`config.mk`:
```
export PLATFORM = sky130hd
export DESIGN_NAME = noc_output_arbiter_flat
export DESIGN_NICKNAME = d
export VERILOG_FILES = /design/src/rtl/noc_arb_pkg.sv /design/src/rtl/noc_output_arbiter_if.sv /design/src/rtl/rr_priority_picker.sv /design/src/rtl/noc_output_arbiter.sv /design/src/flat_wrapper.sv
export SDC_FILE = /design/constraint.sdc
export NUM_CORES = 1
export LEC_CHECK = 0
export ABC_AREA = 1
export CORE_MARGIN = 2
export CORE_UTILIZATION = 57
export DETAILED_ROUTE_END_ITERATION = 6
export DONT_BUFFER_PORTS = 1
export MAX_ROUTING_LAYER = met4
export PLACE_DENSITY = 0.75
export SYNTH_ARGS = -nofsm -noshare
export SYNTH_HDL_FRONTEND = slang
export SYNTH_SLANG_ARGS = --single-unit
export TNS_END_PERCENT = 20
```
`constraint.sdc`:
```
create_clock -name clk_noc -period 2.4 [get_ports clk_noc]
set_input_delay 0.6 -clock clk_noc [delete_from_list [all_inputs] [get_ports clk_noc]]
set_output_delay 0.6 -clock clk_noc [all_outputs]
set_load 0.05 [all_outputs]
```
`src/rtl/noc_arb_pkg.sv`:
```
// Shared types and helpers for the NoC output-port switch allocator.
package noc_arb_pkg;

  typedef enum logic {
    ARB_IDLE   = 1'b0,
    ARB_LOCKED = 1'b1
  } arb_state_e;

  // Binary index of the set bit in a one-hot vector; 0 for an all-zero vector.
  function automatic int unsigned onehot_to_idx(input logic [31:0] oh);
    int unsigned idx;
    idx = 0;
    for (int i = 0; i < 32; i++)
      if (oh[i]) idx = unsigned'(i);
    return idx;
  endfunction

endpackage

```
`src/rtl/noc_output_arbiter_if.sv`:
```
// Request/grant/credit bundle between the input buffers and one output-port allocator.
interface noc_output_arbiter_if #(
  parameter int NUM_INPUTS        = 5,
  parameter int FLIT_BUFFER_DEPTH = 4
);
  localparam int CREDIT_WIDTH = $clog2(FLIT_BUFFER_DEPTH + 1);
  localparam int IDX_WIDTH    = (NUM_INPUTS > 1) ? $clog2(NUM_INPUTS) : 1;

  logic [NUM_INPUTS-1:0]   req;
  logic [NUM_INPUTS-1:0]   req_is_tail;
  logic [NUM_INPUTS-1:0]   disable_turn;
  logic                    credit_in;
  logic [NUM_INPUTS-1:0]   grant;
  logic [IDX_WIDTH-1:0]    grant_idx;
  logic                    send_out;
  logic                    is_tail_out;
  logic [CREDIT_WIDTH-1:0] credits_avail;
  logic                    locked;
  logic                    credit_overflow;

  modport master (
    output req, req_is_tail, disable_turn, credit_in,
    input  grant, grant_idx, send_out, is_tail_out, credits_avail, locked, credit_overflow
  );

  modport slave (
    input  req, req_is_tail, disable_turn, credit_in,
    output grant, grant_idx, send_out, is_tail_out, credits_avail, locked, credit_overflow
  );
endinterface

```
`src/rtl/rr_priority_picker.sv`:
```
// Combinational round-robin picker: first set request at or above ptr, wrapping to 0.
module rr_priority_picker #(
  parameter int NUM_INPUTS = 5,
  parameter int IDX_WIDTH  = (NUM_INPUTS > 1) ? $clog2(NUM_INPUTS) : 1
) (
  input  logic [NUM_INPUTS-1:0] req,
  input  logic [IDX_WIDTH-1:0]  ptr,
  output logic [NUM_INPUTS-1:0] win,
  output logic                  valid
);
  logic [NUM_INPUTS-1:0]   ge_mask;
  logic [2*NUM_INPUTS-1:0] dbl;
  logic                    found;

  // Low half holds only requests at/above ptr; the high half supplies the wrap-around.
  always_comb begin
    ge_mask = '0;
    for (int i = 0; i < NUM_INPUTS; i++)
      ge_mask[i] = (i >= int'(ptr));
    dbl   = {req, req & ge_mask};
    win   = '0;
    found = 1'b0;
    for (int j = 0; j < 2*NUM_INPUTS; j++) begin
      if (!found && dbl[j]) begin
        found = 1'b1;
        win[(j >= NUM_INPUTS) ? (j - NUM_INPUTS) : j] = 1'b1;
      end
    end
  end

  assign valid = |req;
endmodule

```
`src/rtl/noc_output_arbiter.sv`:
```
// Per-output switch allocator: packet-locked round-robin, downstream credit tracking, turn mask.
module noc_output_arbiter
  import noc_arb_pkg::*;
#(
  parameter int NUM_INPUTS        = 5,
  parameter int FLIT_BUFFER_DEPTH = 4
) (
  input  logic                 clk_noc,
  input  logic                 rst_n,
  noc_output_arbiter_if.slave  bus
);
  localparam int CREDIT_WIDTH = $clog2(FLIT_BUFFER_DEPTH + 1);
  localparam int IDX_WIDTH    = (NUM_INPUTS > 1) ? $clog2(NUM_INPUTS) : 1;

  arb_state_e              state_q, state_d;
  logic [CREDIT_WIDTH-1:0] credits_q;
  logic [IDX_WIDTH-1:0]    rr_ptr_q, rr_ptr_d;
  logic [IDX_WIDTH-1:0]    owner_q, owner_d;
  logic                    overflow_q;

  logic [NUM_INPUTS-1:0]   eligible;
  logic [NUM_INPUTS-1:0]   pick_win;
  logic                    pick_valid;
  logic [NUM_INPUTS-1:0]   grant_c;
  logic [IDX_WIDTH-1:0]    win_idx;
  logic                    fire;
  logic                    tail;
  logic                    has_credit;

  function automatic logic [IDX_WIDTH-1:0] ptr_inc(input logic [IDX_WIDTH-1:0] p);
    return (p == IDX_WIDTH'(NUM_INPUTS - 1)) ? '0 : p + IDX_WIDTH'(1);
  endfunction

  assign eligible = bus.req & ~bus.disable_turn;

  rr_priority_picker #(
    .NUM_INPUTS (NUM_INPUTS),
    .IDX_WIDTH  (IDX_WIDTH)
  ) u_picker (
    .req   (eligible),
    .ptr   (rr_ptr_q),
    .win   (pick_win),
    .valid (pick_valid)
  );

  always_comb begin
    grant_c    = '0;
    state_d    = state_q;
    rr_ptr_d   = rr_ptr_q;
    owner_d    = owner_q;
    has_credit = (credits_q != '0);
    case (state_q)
      ARB_IDLE:   if (pick_valid && has_credit) grant_c = pick_win;
      // Turn mask is ignored here so a packet that started always drains.
      ARB_LOCKED: if (bus.req[owner_q] && has_credit) grant_c[owner_q] = 1'b1;
      default:    ;
    endcase
    if (!rst_n) grant_c = '0;

    win_idx = IDX_WIDTH'(onehot_to_idx(32'(grant_c)));
    fire    = |grant_c;
    tail    = |(grant_c & bus.req_is_tail);

    if (fire) begin
      if (state_q == ARB_IDLE) begin
        if (tail) rr_ptr_d = ptr_inc(win_idx);
        else begin
          state_d = ARB_LOCKED;
          owner_d = win_idx;
        end
      end else if (tail) begin
        state_d  = ARB_IDLE;
        rr_ptr_d = ptr_inc(owner_q);
      end
    end
  end

  always_ff @(posedge clk_noc) begin
    if (!rst_n) begin
      state_q    <= ARB_IDLE;
      credits_q  <= CREDIT_WIDTH'(FLIT_BUFFER_DEPTH);
      rr_ptr_q   <= '0;
      owner_q    <= '0;
      overflow_q <= 1'b0;
    end else begin
      state_q  <= state_d;
      rr_ptr_q <= rr_ptr_d;
      owner_q  <= owner_d;
      case ({fire, bus.credit_in})
        2'b10: credits_q <= credits_q - CREDIT_WIDTH'(1);
        2'b01: begin
          // A credit returned while already full means the downstream count is broken.
          if (credits_q == CREDIT_WIDTH'(FLIT_BUFFER_DEPTH)) overflow_q <= 1'b1;
          else credits_q <= credits_q + CREDIT_WIDTH'(1);
        end
        default: ;
      endcase
    end
  end

  assign bus.grant           = grant_c;
  assign bus.grant_idx       = win_idx;
  assign bus.send_out        = fire;
  assign bus.is_tail_out     = tail;
  assign bus.credits_avail   = credits_q;
  assign bus.locked          = (state_q == ARB_LOCKED);
  assign bus.credit_overflow = overflow_q;
endmodule
```
`src/flat_wrapper.sv`:
```
// flat-port wrapper written by rule: the top's interface ports become plain ports
module noc_output_arbiter_flat import noc_arb_pkg::*;
#(
  parameter int NUM_INPUTS        = 5,
  parameter int FLIT_BUFFER_DEPTH = 4
)
  (clk_noc, rst_n, bus_req, bus_req_is_tail, bus_disable_turn, bus_credit_in, bus_grant, bus_grant_idx, bus_send_out, bus_is_tail_out, bus_credits_avail, bus_locked, bus_credit_overflow);
  noc_output_arbiter_if #(.NUM_INPUTS(NUM_INPUTS), .FLIT_BUFFER_DEPTH(FLIT_BUFFER_DEPTH)) bus_i ();
  input  logic clk_noc;
  input  logic rst_n;
  input wire logic [$bits(bus_i.req)-1:0] bus_req;
  input wire logic [$bits(bus_i.req_is_tail)-1:0] bus_req_is_tail;
  input wire logic [$bits(bus_i.disable_turn)-1:0] bus_disable_turn;
  input wire logic [$bits(bus_i.credit_in)-1:0] bus_credit_in;
  output wire logic [$bits(bus_i.grant)-1:0] bus_grant;
  output wire logic [$bits(bus_i.grant_idx)-1:0] bus_grant_idx;
  output wire logic [$bits(bus_i.send_out)-1:0] bus_send_out;
  output wire logic [$bits(bus_i.is_tail_out)-1:0] bus_is_tail_out;
  output wire logic [$bits(bus_i.credits_avail)-1:0] bus_credits_avail;
  output wire logic [$bits(bus_i.locked)-1:0] bus_locked;
  output wire logic [$bits(bus_i.credit_overflow)-1:0] bus_credit_overflow;
  assign bus_i.req = bus_req;
  assign bus_i.req_is_tail = bus_req_is_tail;
  assign bus_i.disable_turn = bus_disable_turn;
  assign bus_i.credit_in = bus_credit_in;
  assign bus_grant = bus_i.grant;
  assign bus_grant_idx = bus_i.grant_idx;
  assign bus_send_out = bus_i.send_out;
  assign bus_is_tail_out = bus_i.is_tail_out;
  assign bus_credits_avail = bus_i.credits_avail;
  assign bus_locked = bus_i.locked;
  assign bus_credit_overflow = bus_i.credit_overflow;
  noc_output_arbiter #(.NUM_INPUTS(NUM_INPUTS), .FLIT_BUFFER_DEPTH(FLIT_BUFFER_DEPTH)) u_core (.clk_noc(clk_noc), .rst_n(rst_n), .bus(bus_i));
endmodule
```
# == Word level (Yosys, flattened, before mapping) ==
# Cells that the tools add are included.
# totals
reg_bits,11
word_cells,96
input_bits,18
output_inout_bits,15
# op_classes
n_lt_le_gt_ge,7
muxes,38
n_bitwise,6
n_eq_ne,6
n_addsub,4
reduce_logical,30
# ops
op,count
1-bit 2-to-1 mux,22
3-bit 2-to-1 mux,7
5-bit AND,3
5-bit 2-to-1 mux,3
5-bit OR reduction,3
1-bit logical AND,12
5-bit one-hot mux with 2 select lines,1
"3-bit by 1-bit adder with 3-bit output, second input constant",3
"3-bit == test, second input constant",3
1-bit zero test,9
"1-bit by 3-bit >= comparator with 1-bit output, first input constant",2
"2-bit by 3-bit >= comparator with 1-bit output, first input constant",2
3-bit one-hot mux with 2 select lines,1
2-bit AND reduction,3
5-bit NOT,1
"3-bit by 4-bit < comparator with 1-bit output, second input constant",1
2-bit 2-to-1 mux,2
1-bit binary-select mux with 3-bit select,1
1-bit demux with 3-bit select,1
"3-bit by 1-bit >= comparator with 1-bit output, second input constant",1
"3-bit >= comparator, first input constant",1
3-bit AND reduction,1
3-bit nonzero test,1
"3-bit by 1-bit subtractor with 3-bit output, second input constant",1
other kinds (5),6

# == Longest topological paths before layout ==
# logic_depth
ltp_word,42
mapped_depth,21
ltp_nobuf,21

# == By module ==
# Synthesis repeated with hierarchy kept, for this count alone.
# hier_totals
hier_cells,202
area_unflattened_um2,1243.7
# modules_own_cells
mod,cells_per_inst,area_per_inst_um2,instances,seq_area_each_um2
noc_output_arbiter,168,1059.8,1,220.2
rr_priority_picker,34,183.9,1,0.0

# == Worst setup path before layout ==
# OpenSTA, ideal clock, no wires.
# synth_path
path_type,flip-flop to output port
start,register u_core.state_q (netlist: u_core.bus.locked)
end,output bus_is_tail_out
arrival_time_ps,2786
slack_ps,-986
required_time_ps,1800
path_stages_with_launch,10
path_buffers,1
cell_sequence,dfxtp_1 -> buf_4 -> inv_2 -> nor4_1 -> nand3_1 -> a21oi_1 -> nand2_1 -> nand3_4 -> nor2_8 -> inv_2
# synth_via
elab_chain_len,5
# synth_lines
element,line,text
from (decl),noc_output_arbiter.sv:15,"arb_state_e state_q, state_d;"
from (signal assigned),noc_output_arbiter.sv:86,state_q <= state_d;
1-bit NOT,n/a,
5-bit one-hot mux with 2 select lines (*),noc_output_arbiter.sv:52,case (state_q)
5-bit 2-to-1 mux (*),noc_output_arbiter.sv:58,if (!rst_n) grant_c = '0;
net bus_grant[0],flat_wrapper.sv:15,output wire logic [$bits(bus_i.grant)-1:0] bus_grant;
5-bit AND (*),noc_output_arbiter.sv:62,tail = |(grant_c & bus.req_is_tail);
5-bit OR reduction (*),noc_output_arbiter.sv:62,
to (decl),flat_wrapper.sv:18,output wire logic [$bits(bus_i.is_tail_out)-1:0] bus_is_tail_out;
# The timed path passes the listed nets; every way through them passes the cells marked *.

# == Worst setup path after layout ==
# layout_path
start,register u_core.rr_ptr_q[0]
end,register u_core.credits_q[2] (netlist: u_core.bus.credits_avail[2])
# layout_via
elab_chain_len,37
# layout_lines
element,line,text
from (decl),noc_output_arbiter.sv:17,"logic [IDX_WIDTH-1:0] rr_ptr_q, rr_ptr_d;"
from (signal assigned),noc_output_arbiter.sv:87,rr_ptr_q <= rr_ptr_d;
1-bit by 3-bit >= comparator with 1-bit output,rr_priority_picker.sv:19,ge_mask[i] = (i >= int'(ptr));
5-bit AND (*),rr_priority_picker.sv:20,"dbl = {req, req & ge_mask};"
1-bit 2-to-1 mux,rr_priority_picker.sv:24,if (!found && dbl[j]) begin
1-bit zero test,rr_priority_picker.sv:24,
1-bit logical AND,rr_priority_picker.sv:24,
1-bit 2-to-1 mux,rr_priority_picker.sv:24,
1-bit zero test,rr_priority_picker.sv:24,
1-bit logical AND,rr_priority_picker.sv:24,
[21 not listed],n/a,
1-bit 2-to-1 mux,rr_priority_picker.sv:24,
5-bit 2-to-1 mux (*),noc_output_arbiter.sv:53,ARB_IDLE: if (pick_valid && has_credit) grant_c = pick_win;
5-bit one-hot mux with 2 select lines (*),noc_output_arbiter.sv:52,
5-bit 2-to-1 mux (*),noc_output_arbiter.sv:58,
5-bit OR reduction (*),noc_output_arbiter.sv:61,fire = |grant_c;
2-bit by 1-bit == test with 1-bit output or 2-bit == test (tied branches),noc_output_arbiter.sv:89,"case ({fire, bus.credit_in})"
2-bit != test (no source line) or 2-bit nonzero test (tied branches),n/a,
2-bit AND reduction (no source line),n/a,
to (signal assigned),noc_output_arbiter.sv:81,credits_q <= CREDIT_WIDTH'(FLIT_BUFFER_DEPTH);
to (signal assigned),noc_output_arbiter.sv:90,2'b10: credits_q <= credits_q - CREDIT_WIDTH'(1);
to (signal assigned),noc_output_arbiter.sv:94,else credits_q <= credits_q + CREDIT_WIDTH'(1);
to (decl),noc_output_arbiter.sv:16,logic [CREDIT_WIDTH-1:0] credits_q;
# Mark *: on every way between the ends. The rest lies on a longest branch, timed or not.
# A chain may end at the register's enable or synchronous reset.

==> metrics.cfg <==
[status]
outcome = finished, violations left
violations = setup timing

[timing]
hold_violations = 0
whs_ns = 0.414
finClkSkew_ns = 0.00673
max_slew.worst_pin.slew_ns = 0.535
rsz0062_at_grt = true
slew_headroom_pct = 64.3
max_clock_freq_mhz = 364
tns_ns = -2.65
setup_viol = 14
fin_ws_ns = -0.349
maxSlewViolCount = 0
fin_crit_sh_pct = 115
fin_crit_ns = 2.75

[die]
die-height_um = 51.5
io_pins = 33
dieArea_sq_um = 2650
start_util_pct = 59.2
die_w_um = 51.5
rows = 17
core_area_sq_um = 2170

[clocking]
cts_tree = done
cts_hold_buf = 0
root_buffer = clkbuf_4
cts_buffer_depth = 2
insertion_delay_ns = 0.31
cts_buffers = 3
h-tree-depth = 1
clk_pin_slew_ns = 0.08
cts_sinks = 11

[global_routing]
grt_pass1_vias = 1554
gr-max-usage-layer = met2
overflow = 0
use_met2_pct = 60.9
grt_pass1_wl_um = 6740
track_usage_pct = 36.3
antenna_found_initial = 0
met1_usage_pct = 36.1
use_met3_pct = 8.19
grt_max_degree = 12

[layout]
regArea_sq_um = 248
drive_above_1_share_pct = 55.5
final_cell_count_no_fill = 275
nFillCells = 78
multi_input_area_sq_um = 1130
finalNetCount = 271
diodes = 0
syn_to_final_growth_pct = 56.3
post-route-util_pct = 92.6
final_area_sq_um = 2010

[logic_synthesis]
ys_ff_latch = 11
ys_warn_count = 0
synth_area_leader_cell = dfxtp_1
syn_area_sq_um = 1280
synthTopCellsByArea = dfxtp_1, nand2_1, nand3_1
seq_area_frac_synth_pct = 17.1
mappedNetlistNets = 225
synth_cells = 202
yosys-top-cells-count = nand2_1, inv_1, nand3_1
yosysMostFrequentCell = nand2_1
ys.flop_type = dfxtp_1
ys_types = 31
synth_top_area_share_pct = 17.1
synth_edf_count = 0
async_reset_ff_share_pct = 0
syn_avg_cell_area_sq_um = 6.36

[place]
place_area_sq_um = 1630
place_inst = 260
dpl_worst_slack_ns = -0.218
port_buffers = 0
gp_routability_congestion = 0.958
dp_hpwl_um = 2830

[min_path]
whs_path_depth = 2
hp-class = in -> reg
hold_start = rst_n

[detailed_routing]
drcViolationCount = 0
routedWlPerCell_um = 22.8
dr_total_vias = 1841
routed_via_density = 6.69
drt_iter0_markers = 116
first_pass_iters = 7
wl_um = 6280
ant_nets = 0

[critical_path]
critical_path_required_ns = 2.57
crit_arrival_ns = 2.92
reg2reg_depth = 20
criticalPathCategory = reg -> reg
timing.critical_path.from = u_core.rr_ptr_q[0]
end_kind = register
worstSetupStartpointType = register
regToRegSetupSlack_ns = -0.35
critical_path.max_fanout = 3
r2r-start = u_core.rr_ptr_q[0]

[flow_run]
cap_violations = 0

[pwr]
peakVddDrop_mv = 1.44
leakage_nw = 0.980
power_density_nw_per_um2 = 1610
power_mw = 3.24

routing by layer:
metal | vias to the layer above | share of wire, % | routed length [um]
met5 | - | 0 | 0
met4 | 0 | 12 | 751
li1 | 740 | - | -
met1 | 794 | 30 | 1890
met2 | 214 | 45 | 2830
met3 | 93 | 13 | 811
worst max-delay path, stage by stage, from the launching register on:
cell and delay (ns):
dfxtp_4 0.37, nor2_4 0.19, nand3_4 0.14, nand2_4 0.12, nor2_4 0.05, buf_4 0.13
nand2_2 0.06, nand2_1 0.07, nand2_1 0.10, nand2_2 0.09, nand2_4 0.12, nand2_8 0.07
inv_6 0.07, nand2_8 0.05, nor2_2 0.12, inv_1 0.09, fa_2 0.36, inv_1 0.10
nand3_1 0.10, nand3_1 0.11, nand3_1 0.11
flip-flops by register name, summed over array words and instances (netlist names):
register                    cells
u_core.bus.credits_avail        3
u_core.owner_q                  3
u_core.rr_ptr_q                 3
u_core.bus.credit_overflow      1
u_core.bus.locked               1
layout by cell type, fill, tap and decap left out, types with 2 or more instances in the layout:
cell / count
nand4_1: 8
nand2_2: 14
buf_12: 4
nor2_4: 5
nor2_2: 7
nor2_1: 12
ha_1: 4
dfxtp_4: 6
a21oi_1: 7
inv_1: 17
nor3_4: 2
inv_2: 10
nand2_8: 2
buf_6: 3
nor2_8: 2
nand3_4: 8
inv_4: 6
nand3_1: 16
nand2_4: 9
nand3_2: 3
buf_4: 38
o21ai_1: 3
clkbuf_4: 3
nor3_1: 3
a21oi_2: 2
dfxtp_2: 4
nand2_1: 32
cell type report:
type,count,share of cell area [%]
repair buffers,46,20.6
inverters,35,7.91
clock buffers,4,1.31
well taps,28,1.74
multi-input cells,151,56.1
flip-flops and latches,11,12.3
kinds of logic (layout without fill, tap and decap cells):
family,after synthesis,in the layout,synth area share [%]
and+or+nand+nor,125,125,54.3
adders and majority gates,5,5,5.45
DFF,11,11,17.1
AOI/OAI and AO/OA,20,20,8.96
buffers and inverters,40,85,13.4
xor gates and xnor gates,1,1,0.682
power breakdown:
part / leakage, nW / total (mW) / internal, mW / switching, mW
logic: 0.870 / 2.65 / 0.976 / 1.67
registers: 0.0953 / 0.438 / 0.281 / 0.158
clock network: 0.0150 / 0.153 / 0.0650 / 0.0884
timing repair:
action,CTS,global route
pin swaps,17,29
endpoints found under the setup margin,10,13
resized for setup,40,42
buffers inserted,6,5
final timing paths:
| kind | endpoint |
|---|---|
| worst max register to register | u_core.bus.credits_avail[2] |
| worst max-delay path | u_core.bus.credits_avail[2] |
| worst min register to register | u_core.rr_ptr_q[0] |
| worst min-delay path | u_core.bus.credits_avail[1] |
No activity file was read; power rests on OpenSTA's default activity.
